==> src/rtl/fpu_req_ctrl.sv <==
// Request/response sequencer in front of a fixed-latency fpu.
// Accepts one operation at a time from the core and holds its operands on the fpu inputs.
// Waits out the fpu latency, then returns the result with its tag and flags.
// Also keeps a sticky accumulator of every flag set it has delivered.
module fpu_req_ctrl #(
    parameter int unsigned      C_OP      = 32,
    parameter int unsigned      C_CMD     = 4,
    parameter int unsigned      C_RM      = 3,
    parameter int unsigned      C_TAG     = 5,
    parameter int unsigned      C_LAT     = 2,
    parameter logic [C_CMD-1:0] C_NOP_CMD = 4'h7,
    parameter logic [C_CMD-1:0] C_DIV_CMD = 4'h3
) (
    input  logic             Clk_CI,
    input  logic             Rst_RBI,

    input  logic             Req_Valid_SI,
    output logic             Req_Ready_SO,
    input  logic [C_OP-1:0]  Req_Operand_a_DI,
    input  logic [C_OP-1:0]  Req_Operand_b_DI,
    input  logic [C_RM-1:0]  Req_RM_SI,
    input  logic [C_CMD-1:0] Req_OP_SI,
    input  logic [C_TAG-1:0] Req_Tag_DI,

    output logic             Resp_Valid_SO,
    input  logic             Resp_Ready_SI,
    output logic [C_OP-1:0]  Resp_Result_DO,
    output logic [4:0]       Resp_Flags_DO,
    output logic [C_TAG-1:0] Resp_Tag_DO,

    output logic [C_OP-1:0]  Fpu_Operand_a_DO,
    output logic [C_OP-1:0]  Fpu_Operand_b_DO,
    output logic [C_RM-1:0]  Fpu_RM_SO,
    output logic [C_CMD-1:0] Fpu_OP_SO,
    output logic             Fpu_Enable_SO,
    output logic             Fpu_Stall_SO,
    input  logic [C_OP-1:0]  Fpu_Result_DI,
    input  logic             Fpu_OF_SI,
    input  logic             Fpu_UF_SI,
    input  logic             Fpu_IX_SI,
    input  logic             Fpu_IV_SI,

    input  logic             Flags_Clr_SI,
    output logic [4:0]       Flags_Acc_SO,
    output logic             Busy_SO
);

    localparam int unsigned CntW = $clog2(C_LAT + 1);

    typedef enum logic [1:0] {StIdle, StWait, StResp} state_e;

    state_e           r_state;
    logic [CntW-1:0]  r_cnt;
    logic [C_OP-1:0]  r_op_a;
    logic [C_OP-1:0]  r_op_b;
    logic [C_RM-1:0]  r_rm;
    logic [C_CMD-1:0] r_cmd;
    logic [C_TAG-1:0] r_tag;
    logic             r_dz;
    logic [C_OP-1:0]  r_result;
    logic [4:0]       r_flags;
    logic [4:0]       r_acc;

    logic             w_dz;
    logic             w_a_nan;
    logic             w_handshake;

    // Divide of a nonzero, non-NaN dividend by +/-0 raises DZ; the fpu does not report it.
    assign w_a_nan     = (Req_Operand_a_DI[30:23] == 8'hFF) && (Req_Operand_a_DI[22:0] != '0);
    assign w_dz        = (Req_OP_SI == C_DIV_CMD) && (Req_Operand_b_DI[30:0] == '0) &&
                         (Req_Operand_a_DI[30:0] != '0) && !w_a_nan;
    assign w_handshake = (r_state == StResp) && Resp_Ready_SI;

    // Sequencer FSM with holding, result and sticky-flag registers.
    always_ff @(posedge Clk_CI) begin
        if (!Rst_RBI) begin
            r_state  <= StIdle;
            r_cnt    <= '0;
            r_op_a   <= '0;
            r_op_b   <= '0;
            r_rm     <= '0;
            r_cmd    <= '0;
            r_tag    <= '0;
            r_dz     <= 1'b0;
            r_result <= '0;
            r_flags  <= '0;
            r_acc    <= '0;
        end else begin
            // Flags delivered on the same edge as a clear are kept.
            if (w_handshake) begin
                r_acc <= (Flags_Clr_SI ? 5'b00000 : r_acc) | r_flags;
            end else if (Flags_Clr_SI) begin
                r_acc <= '0;
            end

            case (r_state)
                StIdle: begin
                    if (Req_Valid_SI) begin
                        r_op_a   <= Req_Operand_a_DI;
                        r_op_b   <= Req_Operand_b_DI;
                        r_rm     <= Req_RM_SI;
                        r_cmd    <= Req_OP_SI;
                        r_tag    <= Req_Tag_DI;
                        r_dz     <= w_dz;
                        r_result <= '0;
                        r_flags  <= '0;
                        if (Req_OP_SI == C_NOP_CMD) begin
                            r_state <= StResp;
                        end else begin
                            r_state <= StWait;
                            r_cnt   <= CntW'(C_LAT);
                        end
                    end
                end
                StWait: begin
                    r_cnt <= r_cnt - 1'b1;
                    if (r_cnt == CntW'(1)) begin
                        r_result <= Fpu_Result_DI;
                        r_flags  <= {Fpu_IV_SI, r_dz, Fpu_OF_SI, Fpu_UF_SI, Fpu_IX_SI};
                        r_state  <= StResp;
                    end
                end
                StResp: begin
                    if (Resp_Ready_SI) begin
                        r_state <= StIdle;
                    end
                end
                default: r_state <= StIdle;
            endcase
        end
    end

    assign Req_Ready_SO     = (r_state == StIdle);
    assign Busy_SO          = (r_state != StIdle);
    assign Resp_Valid_SO    = (r_state == StResp);
    assign Fpu_Enable_SO    = (r_state == StWait);
    assign Fpu_Stall_SO     = 1'b0;
    assign Resp_Result_DO   = r_result;
    assign Resp_Flags_DO    = r_flags;
    assign Resp_Tag_DO      = r_tag;
    assign Fpu_Operand_a_DO = r_op_a;
    assign Fpu_Operand_b_DO = r_op_b;
    assign Fpu_RM_SO        = r_rm;
    assign Fpu_OP_SO        = r_cmd;
    assign Flags_Acc_SO     = r_acc;

endmodule
==> config.mk <==
export PLATFORM = sky130hd
export DESIGN_NAME = fpu_req_ctrl
export DESIGN_NICKNAME = d
export VERILOG_FILES = /design/src/rtl/fpu_req_ctrl.sv
export SDC_FILE = /design/constraint.sdc
export NUM_CORES = 1
export LEC_CHECK = 0
export BUFFER_PORTS_ARGS = -buffer_cell sky130_fd_sc_hd__buf_2
export CAP_MARGIN = 40
export CORE_MARGIN = 2
export CORE_UTILIZATION = 51
export CTS_BUF_LIST = sky130_fd_sc_hd__clkbuf_2 sky130_fd_sc_hd__clkbuf_4 sky130_fd_sc_hd__clkbuf_8
export CTS_CLUSTER_DIAMETER = 150
export DETAILED_ROUTE_END_ITERATION = 7
export GPL_ROUTABILITY_DRIVEN = 0
export PLACE_DENSITY = 0.95
export SLEW_MARGIN = 20
export SYNTH_ARGS = -nofsm -noshare
export SYNTH_HDL_FRONTEND = slang
export SYNTH_SLANG_ARGS = --single-unit
==> constraint.sdc <==
create_clock -name Clk_CI -period 2.4 [get_ports Clk_CI]
set_input_delay 0.72 -clock Clk_CI [delete_from_list [all_inputs] [get_ports Clk_CI]]
set_output_delay 0.72 -clock Clk_CI [all_outputs]
set_load 0.1 [all_outputs]
# ---- After elaboration in Yosys (flattened, before gate mapping)
# Index checks and enable logic that the tools add are counted.
# W data, S select, Z words.
dict set report word_totals {
  in_bits 117
  register_bits 123
  out_inout_bits 123
  elab_cells 55
}
dict set report op_classes {
  addsub 1
  n_reduce_logical 16
  eq_ne 10
  mux 16
  bitwise_logic 1
}
# operator n
set ops {}
lappend ops {{$mux W32} 2}
lappend ops {{$pmux W32 S2} 1}
lappend ops {{$logic_not A31 Y1} 1}
lappend ops {{$reduce_bool A31 Y1} 1}
lappend ops {{$reduce_bool A23 Y1} 1}
lappend ops {{$mux W5} 4}
lappend ops {{$mux W2} 6}
lappend ops {{$pmux W5 S2} 1}
lappend ops {{$reduce_and A3 Y1} 3}
lappend ops {{$eq A8 B8 Y1 const B} 1}
lappend ops {{$pmux W2 S3} 1}
lappend ops {{$logic_and A1 B1 Y1} 5}
lappend ops {{$or A5 B5 Y5} 1}
lappend ops {{$eq A2 B1 Y1 const B} 2}
lappend ops {{$eq A4 B2 Y1 const B} 1}
lappend ops {{$eq A4 B3 Y1 const B} 1}
lappend ops {{$ne A2 B1 Y1 const B} 2}
lappend ops {{$ne A2 B2 Y1 const B} 2}
lappend ops {{$pmux W2 S2} 1}
lappend ops {{$reduce_bool A2 Y1} 2}
lappend ops {{$eq A2 B2 Y1 const B} 1}
lappend ops {{$logic_not A2 Y1} 1}
lappend ops {{$reduce_and A2 Y1} 1}
lappend ops {{$sub A2 B1 Y2 const B} 1}
lappend ops {{$logic_not A1 Y1} 1}

# ---- Logic depth before layout (Yosys ltp)
# Gate-level depths: netlist of the first run.
dict set report logic_depth {
  ltp_word 4
  mapped_depth 9
  mapped_depth_nobuf 7
}

# ---- Worst setup path after synthesis of the first run
# No wires, ideal clock.
dict set report synth_timing {
  kind {flip-flop to output port}
  startpoint {register r_state[0]}
  endpoint {output port Busy_SO}
  path_slack_ns -0.233
  n_path_buf 0
  path_stages_with_launch 3
  t_arrival_ns 1.913
  t_required_ns 1.680
  cell_sequence {dfxtp_1 -> nor2_2 -> inv_1}
}
dict set report synth_between {
  elab_chain_len 1
}
# element line
set synth_rtl {}
lappend synth_rtl {{from (decl)} 52} ;# state_e r_state;
lappend synth_rtl {{from (signal assigned)} 77} ;# r_state <= StIdle;
lappend synth_rtl {{from (signal assigned)} 108} ;# r_state <= StResp;
lappend synth_rtl {{from (signal assigned)} 110} ;# r_state <= StWait;
lappend synth_rtl {{$reduce_bool A2 Y1} 134} ;# assign Busy_SO = (r_state != StIdle);
lappend synth_rtl {{to (decl)} 45} ;# output logic Busy_SO
# Every way passes these cells.

# ---- Worst setup path after layout of the first run
dict set report layout_timing {
  startpoint {register r_state[1]}
  endpoint {output port Fpu_Enable_SO}
}
dict set report layout_between {
  elab_chain_len 1
}
# element line
set layout_rtl {}
lappend layout_rtl {{$eq A2 B1 Y1} 136} ;# assign Fpu_Enable_SO = (r_state == StWait);
lappend layout_rtl {{to (decl)} 35} ;# output logic Fpu_Enable_SO,
# Every way passes these cells.

==> results of run 1 <==
## area by class of cell
| cell class | count | area [um^2] |
|---|---|---|
| inverters | 4 | 15.0 |
| multi-input cells | 372 | 2130 |
| clock buffers | 21 | 283 |
| clock inverters | 11 | 119 |
| well taps | 129 | 161 |
| flip-flops and latches | 123 | 2460 |
| fillers | 742 | 2790 |
| repair buffers | 243 | 1280 |
## cell usage in the layout, fill, tap and decap left out, types with 6 or more instances in the layout
cell,Yosys,layout
clkbuf_8,0,20
dfxtp_1,123,123
a22oi_1,27,27
buf_2,7,238
a21oi_1,6,6
nand2_1,158,157
nor2b_1,47,47
a21boi_0,76,76
a22oi_2,10,10
nor4_1,13,13
## worst register-to-register path, cell delays in order, from the launching register on
cell and delay, ns:
dfxtp_1 0.34, inv_1 0.15, nand2_1 0.12, inv_1 0.10
and2_4 0.47, nor2_4 0.07, buf_12 0.19, a22oi_1 0.21
nor2b_1 0.09
## worst paths after layout
kind | endpoint | start
setup / recovery | Fpu_Enable_SO | r_state[1]
hold / removal | Fpu_Operand_a_DO[9] | Fpu_Operand_a_DO[9]
setup reg to reg | Resp_Result_DO[27] | r_state[1]
hold reg to reg | Fpu_Operand_a_DO[9] | Fpu_Operand_a_DO[9]
## registers in the layout, indices dropped and copies added, names as in the netlist
| signal | count |
|---|---|
| Fpu_Operand_a_DO | 32 |
| Fpu_Operand_b_DO | 32 |
| Resp_Flags_DO | 5 |
| Resp_Result_DO | 32 |
| Fpu_OP_SO | 4 |
| Fpu_RM_SO | 3 |
| r_cnt | 2 |
| r_dz | 1 |
| r_state | 2 |
| Resp_Tag_DO | 5 |
| Flags_Acc_SO | 5 |
## cell families after synthesis
| group | share of synthesized area |
|---|---|
| flops | 0.509 |
| simple gates | 0.231 |
| compound gates | 0.205 |
| other cells | 0.000775 |
| fa+ha+maj | 0.00259 |
| buf+inv | 0.0523 |
## per-stage QoR
step,total power (uW),utilization
2_1_floorplan,3390,-
3_3_place_gp,3650,0.655
3_5_place_dp,3680,0.655
4_1_cts,5490,0.698
5_1_grt,5660,0.698
6_report,5450,0.698
## routing by layer
layer / global-route usage / vias to the layer above / share of wire
met5: 0 / - / 0
met4: 0.115 / 0 / 0.027
met3: 0.0690 / 30 / 0.056
met2: 0.444 / 178 / 0.52
met1: 0.272 / 2092 / 0.40
li1: - / 2254 / -
## power by group through the flow
stage	Clock (uW)	Combinational [uW]	Sequential [uW]
after floorplan	0	397	2990
after global placement	0	1400	2250
after detailed placement	0	1420	2250
after CTS	1850	1430	2210
after global routing	1940	1490	2220
final	1820	1420	2210
==> reports/metrics.csv, run 1 <==
stage;metric;value;unit
global_route;grt.total_usage;0.248;
worst_setup_path;r2r_cells;8;
power;power_switching;2010;uW
power;p_leak;0.00291;uW
power;p_int;3450;uW
cts;clock_latency;0.40;ns
cts;clk_pin_slew;0.07;ns
cts;cts_setup_buffers;0;
timing;hold_viol;0;
worst_setup_path;reg2reg_slack;0.54;ns
timing;setup_violations;0;
placed_design;io_buffer_count;238;
yosys;synth_area_leaders;dfxtp_1 (51%), nand2_1 (12%), a21boi_0 (12%);
detailed_routing;dr_total_vias;4554;
timing;period_minus_slack;2.29;ns
yosys;synthCells;538;
worst_setup_path;cp_data_required_time;1.68;ns
global_route;grt_max_degree;124;
yosys;synth_area_leader_cell;dfxtp_1;
die;coreArea;0.00924;mm^2
timing;min_period_over_period;0.953;
cts;htreeDepth;4;
placed_design;place_ws;0.486;ns
yosys;synthMostInstantiatedCell;nand2_1;
finish;fin_area;0.00645;mm^2
detailed_routing;wl;13000;um
cts;holdBufCountCts;0;
global_route;antenna_found_initial;0;
worst_hold_path;holdPathStages;2;
worst_setup_path;crit_chain;inv_1 -> nand2_1 -> inv_1 -> buf_2;
worst_setup_path;arrival;1.57;ns
worst_hold_path;hold_class;reg -> reg;
worst_setup_path;worst_path_largest_cell_delay;0.44;ns
die;pin_count;240;
finish;nets;879;
power;swShare;0.368;
global_route;grt_pass1_vias;4440;
power;combPwrFrac;0.261;
power;power.share.clock;0.334;
die;die_area;0.0103;mm^2
placed_design;place_inst;871;
worst_setup_path;path_class;reg -> out;
run;cap_violations;0;
timing;setup_slack;0.112;ns
worst_setup_path;cp_num_buf_inv;3;
detailed_routing;wl_per_cell;14.4;um
cts;post_cts_resized;0;
outcome;status;complete, no violations;
cts;cts_sinks;123;
timing;fin_skew;0.0152;ns
worst_setup_path;critPathTopFamily;buffers and inverters;
detailed_routing;detail_route.drc_violations;0;
detailed_routing;drtIter0Drc;169;
yosys;synth_commonest_cells;nand2_1 (158), dfxtp_1 (123), a21boi_0 (76);
placed_design;placed_area;0.00605;mm^2
cts;cts_tree;built;
yosys;synthArstFlopShare;0;
worst_setup_path;worst-path-stages;4;
timing;tns;0;ns
timing;rsz0062_at_grt;false;
worst_setup_path;cp-end-kind;output pin;
global_route;grt_first_pass_wirelength;20300;um
detailed_routing;antenna_left;0;
yosys;synth_edf_count;0;
worst_setup_path;cp_common_cell;inv_1;
placed_design;dp_hpwl;9450;um
timing;drv_slew;0;
cts;clockBufferDepth;2;
detailed_routing;via_per_inst;5.04;
yosys;syn_area;0.00484;mm^2
finish;drive_above_1_share;0.376;
power;powerDensity;845;mW/mm^2
timing;max_freq;0.437;GHz
yosys;yosysSeqAreaShare;0.509;
global_route;grt-ovfl-total;0;
cts;cts_buffers;17;
yosys;syn_avg_cell_area;8.99;um^2
yosys;synth_warnings;0;
cts;root_buffer;clkbuf_8;
worst_setup_path;crit_path_top_delay_cell;buf_2;
yosys;synth-seq-cells;123;
worst_setup_path;critical_path.max_fanout;5;
timing;hold_ws;0.461;ns
finish;diodes;0;
power;power_frac_seq;0.405;
die;die_w;101;um
die;fp-row-count;35;
die;start_util;0.523;
power;ir_worst_vdd;0.590;mV
yosys;ys.flop_type;dfxtp_1;
finish;syn2layout_area_growth;33.4;%
finish;fin_cells;903;
yosys;synth_top_cell_area_share;0.509;
worst_setup_path;cp-start-kind;flop;
die;die_h;101;um
detailed_routing;drtPass1Iterations;5;
yosys;synth_fp_nets;656;
yosys;ys_types;34;
(Power assumes the default switching activity.)
==> inputs of run 2 (changes only) <==
--- a/config.mk
+++ b/config.mk
@@ -7,8 +7,10 @@
 export LEC_CHECK = 0
 export BUFFER_PORTS_ARGS = -buffer_cell sky130_fd_sc_hd__buf_2
 export CAP_MARGIN = 40
+export CELL_PAD_IN_SITES_DETAIL_PLACEMENT = 1
+export CELL_PAD_IN_SITES_GLOBAL_PLACEMENT = 1
 export CORE_MARGIN = 2
-export CORE_UTILIZATION = 51
+export CORE_UTILIZATION = 36
 export CTS_BUF_LIST = sky130_fd_sc_hd__clkbuf_2 sky130_fd_sc_hd__clkbuf_4 sky130_fd_sc_hd__clkbuf_8
 export CTS_CLUSTER_DIAMETER = 150
 export DETAILED_ROUTE_END_ITERATION = 7
==> run 2 against run 1 <==
Clock power increased by 15%. Via count increased by 1.5%. Die area increased by 40%. Power increased by 5.4%. Routed wire length increased by 16%. Count of clock-buffer cells in the layout decreased by 4. Design area increased by 1.7%. Hold slack improved by 0.0014 ns. Fmax increased by 2.8%. Flip-flop and latch count unchanged. First-iteration DRC count increased by 28%.
==> reports/metrics.csv, run 2 (synthesized netlist as in run 1, its figures left out) <==
stage;metric;value;unit
outcome;status;complete, no violations;
timing;rsz0062_at_grt;false;
timing;period_minus_slack;2.22;ns
cts;clockBufferDepth;2;
placed_design;dp_hpwl;10800;um
cts;clock_latency;0.43;ns
detailed_routing;antenna_left;0;
global_route;grt.total_usage;0.213;
timing;tns;0;ns
die;start_util;0.367;
global_route;antenna_found_initial;0;
worst_setup_path;crit_chain;nand2_1 -> inv_1 -> buf_4;
die;die_area;0.0144;mm^2
cts;holdBufCountCts;0;
die;pin_count;240;
global_route;grt-ovfl-total;0;
cts;cts_buffers;17;
finish;mostFrequentLayoutCells;buf_2 (237), nand2_1 (157), dfxtp_1 (123);
timing;hold_viol;0;
detailed_routing;drtPass1Iterations;4;
worst_setup_path;cp_data_required_time;1.68;ns
detailed_routing;via_per_inst;4.86;
die;die_w;120;um
die;fp-row-count;42;
timing;drv_slew;0;
timing;relSlewSlack;0.656;
power;ir_worst_vdd;0.465;mV
worst_setup_path;critical_path.max_fanout;6;
worst_setup_path;worst_path_largest_cell_delay;0.49;ns
finish;nets;880;
power;power;5750;uW
worst_hold_path;holdPathStages;2;
timing;min_period_over_period;0.927;
cts;root_buffer;clkbuf_8;
die;die_h;120;um
detailed_routing;wl_per_cell;15.9;um
worst_setup_path;arrival;1.50;ns
timing;max_slew.worst_pin.slew;0.519;ns
cts;cts_sinks;123;
detailed_routing;wl;15100;um
finish;final_common_cell;buf_2;
finish;drive_above_1_share;0.377;
finish;fin_area;0.00656;mm^2
global_route;grt_max_degree;124;
worst_setup_path;r2r_cells;6;
timing;max_freq;0.450;GHz
worst_setup_path;path_class;reg -> out;
worst_setup_path;cp-start-kind;flop;
run;cap_violations;0;
placed_design;placed_area;0.00610;mm^2
timing;hold_ws;0.462;ns
finish;syn2layout_area_growth;35.7;%
cts;cts_tree;built;
detailed_routing;dr_total_vias;4621;
worst_hold_path;hold_class;reg -> reg;
worst_setup_path;crit_path_top_delay_cell;dfxtp_1;
finish;utilization;0.497;
worst_setup_path;cp-end-kind;output pin;
die;coreArea;0.0132;mm^2
cts;clk_pin_slew;0.07;ns
finish;diodes;0;
timing;setup_violations;0;
detailed_routing;drtIter0Drc;216;
power;p_leak;0.00293;uW
power;powerDensity;876;mW/mm^2
placed_design;io_buffer_count;238;
detailed_routing;detail_route.drc_violations;0;
cts;htreeDepth;4;
global_route;grt_first_pass_wirelength;24200;um
global_route;grt_pass1_vias;4788;
timing;fin_skew;0.00958;ns
[run 2: power by group]
group | total (uW) | internal (uW) | switching (uW)
combinational | 1440 | 279 | 1160
sequential | 2210 | 2150 | 56.4
clock | 2100 | 1240 | 864
total | 5750 | 3670 | 2080
[run 2: timing repair]
item,in CTS,in global routing
hold endpoints to repair,0,0
setup buffers,0,0
resized for setup,1,0
endpoints found under the setup margin,1,0
[run 2: layout make-up]
class | instances | area [um^2]
Fill cell | 1653 | 6630
Sequential cell | 123 | 2460
Multi-Input combinational cell | 372 | 2130
Timing Repair Buffer | 244 | 1280
Clock buffer | 17 | 234
Clock inverter | 15 | 221
Tap cell | 176 | 220
Inverter | 4 | 15.0
[run 2: worst max-delay path, delay by kind of cell, from the launching register on]
| kind | cells | cell delay, ns |
|---|---|---|
| and+or+nand+nor | 1 | 0.17 |
| DFF | 1 | 0.49 |
| buffers and inverters | 2 | 0.42 |
[run 2: final timing paths]
kind | startpoint | to | slack (ns)
worst max-delay path | r_state[0] | Fpu_Enable_SO | 0.18
worst max register to register | r_state[0] | Resp_Result_DO[19] | 0.58
worst min register to register | Fpu_Operand_b_DO[28] | Fpu_Operand_b_DO[28] | 0.46
worst min-delay path | Fpu_Operand_b_DO[28] | Fpu_Operand_b_DO[28] | 0.46
[run 2: metrics by stage]
stage / instances / setup WS (ns)
after global placement: 919 / 0.409
after floorplan: 538 / 0.220
after detailed placement: 919 / 0.289
after CTS: 951 / 0.135
after global routing: 951 / 0.0668
final: 951 / 0.175
[run 2: metal layers]
| layer | global-route usage | up-vias | routed length (um) |
|---|---|---|---|
| li1 | - | 2266 | - |
| met1 | 0.247 | 2183 | 6240 |
| met2 | 0.372 | 157 | 7620 |
| met3 | 0.0680 | 15 | 1060 |
| met4 | 0.0647 | 0 | 221 |
| met5 | 0 | - | 0 |
==> inputs of run 3 (changes only) <==
--- a/config.mk
+++ b/config.mk
@@ -9,6 +9,7 @@
 export CAP_MARGIN = 40
 export CELL_PAD_IN_SITES_DETAIL_PLACEMENT = 1
 export CELL_PAD_IN_SITES_GLOBAL_PLACEMENT = 1
+export CORE_ASPECT_RATIO = 0.9
 export CORE_MARGIN = 2
 export CORE_UTILIZATION = 36
 export CTS_BUF_LIST = sky130_fd_sc_hd__clkbuf_2 sky130_fd_sc_hd__clkbuf_4 sky130_fd_sc_hd__clkbuf_8
==> run 3 against run 2 <==
Hold slack better by 0.00073 ns. Via count is 1.9% higher. Combinational power hardly changed. Critical path type unchanged. Largest cell class unchanged. Largest power group unchanged.
==> reports/metrics.csv, run 3 (synthesized netlist as in run 1, its figures left out) <==
stage;metric;value;unit
outcome;status;complete, no violations;
timing;setup_slack;0.127;ns
timing;drv_slew;0;
worst_hold_path;hold_class;reg -> reg;
worst_setup_path;cp-start-kind;flop;
placed_design;placed_area;0.00614;mm^2
detailed_routing;detail_route.drc_violations;0;
finish;nets;884;
global_route;grt_max_degree;63;
worst_setup_path;cp-end-kind;output pin;
detailed_routing;wl_per_cell;16.7;um
power;power;5780;uW
cts;cts_buffers;17;
die;die_area;0.0144;mm^2
finish;seq_area;0.00246;mm^2
detailed_routing;via_per_inst;4.97;
cts;post_cts_resized;0;
cts;clock_latency;0.44;ns
placed_design;io_buffer_count;238;
placed_design;place_inst;915;
die;die_w;126;um
cts;root_buffer;clkbuf_8;
worst_hold_path;holdPathStages;2;
die;fp-row-count;40;
global_route;antenna_found_initial;0;
power;ir_worst_vdd;0.411;mV
die;pin_count;240;
timing;hold_viol;0;
finish;syn2layout_area_growth;36.4;%
die;start_util;0.366;
timing;rsz0062_at_grt;false;
cts;holdBufCountCts;0;
detailed_routing;dr_total_vias;4709;
detailed_routing;drtIter0Drc;239;
cts;htreeDepth;4;
timing;max_slew.worst_pin.slew;0.527;ns
worst_setup_path;arrival;1.55;ns
timing;max_freq;0.440;GHz
finish;multiInputGateArea;0.00213;mm^2
worst_setup_path;path_class;reg -> out;
global_route;met3_usage;0.0600;
worst_hold_path;hold_start;Resp_Tag_DO[4];
cts;clk_pin_slew;0.08;ns
cts;cts_tree;built;
global_route;grt_use_met1;0.252;
finish;fin_cells;947;
timing;setup_violations;0;
finish;fillerInstances;1623;
finish;mostFrequentLayoutCells;buf_2 (237), nand2_1 (157), dfxtp_1 (123);
timing;fin_skew;0.00667;ns
detailed_routing;antenna_left;0;
global_route;grt.busiest_layer;met2;
power;powerDensity;876;mW/mm^2
global_route;grt_util_met2;0.383;
timing;tns;0;ns
worst_hold_path;holdPathEnd;Resp_Tag_DO[4];
timing;period_minus_slack;2.27;ns
finish;drive_above_1_share;0.380;
global_route;grt_pass1_vias;4753;
power;p_leak;0.00295;uW
worst_setup_path;cp_data_required_time;1.68;ns
global_route;grt-ovfl-total;0;
worst_setup_path;critical_path.max_fanout;5;
cts;clockBufferDepth;2;
worst_setup_path;reg2reg_from;r_state[0];
placed_design;place_ws;0.391;ns
timing;min_period_over_period;0.947;
timing;relSlewSlack;0.648;
detailed_routing;drtPass1Iterations;4;
run;cap_violations;0;
global_route;grt_first_pass_wirelength;24600;um
finish;diodes;0;
die;coreArea;0.0132;mm^2
worst_setup_path;reg2reg_slack;0.58;ns
die;die_h;114;um
detailed_routing;wl;15800;um
finish;final_common_cell;buf_2;
worst_setup_path;worst_r2r_endpoint;Resp_Flags_DO[1];
global_route;grt.total_usage;0.217;
cts;cts_sinks;123;
finish;fin_area;0.00660;mm^2
placed_design;dp_hpwl;11300;um
cts;cts_setup_buffers;0;
worst_setup_path;r2r_cells;6;
## run 3: critical path: stages, from the launching register on
cell and delay (ns):
dfxtp_1 0.39, inv_1 0.13, nor2_2 0.15, buf_2 0.45
## run 3: power breakdown
part	leakage, uW	internal [uW]	switching, uW
combinational	0.00173	294	1170
clock	0.000214	1230	868
sequential	0.00100	2150	57.2
## run 3: how the worst max path moves through the flow
stage / from / to / slack (ns)
2_1_floorplan: r_state[0] / Busy_SO / 0.22
3_3_place_gp: Req_Operand_a_DI[12] / r_dz / 0.34
3_5_place_dp: Req_Operand_a_DI[12] / r_dz / 0.39
4_1_cts: r_state[0] / Fpu_Enable_SO / 0.02
5_1_grt: r_state[0] / Fpu_Enable_SO / 0.06
6_report: r_state[1] / Resp_Valid_SO / 0.13
## run 3: layer usage
metal,vias up,share of wire
met5,-,0
met4,0,0.021
met3,26,0.057
met2,155,0.51
met1,2255,0.41
li1,2273,-
## run 3: layout make-up
type,count,area share
Sequential cell,123,0.373
Multi-Input combinational cell,372,0.323
Timing Repair Buffer,248,0.200
Clock buffer,17,0.0355
Clock inverter,15,0.0340
Tap cell,168,0.0319
Inverter,4,0.00228
## run 3: per-stage QoR
stage | utilization | hold WS (ns)
2_1_floorplan | - | 0.442
3_3_place_gp | 0.464 | 0.447
3_5_place_dp | 0.464 | 0.455
4_1_cts | 0.499 | 0.467
5_1_grt | 0.499 | 0.487
6_report | 0.499 | 0.463
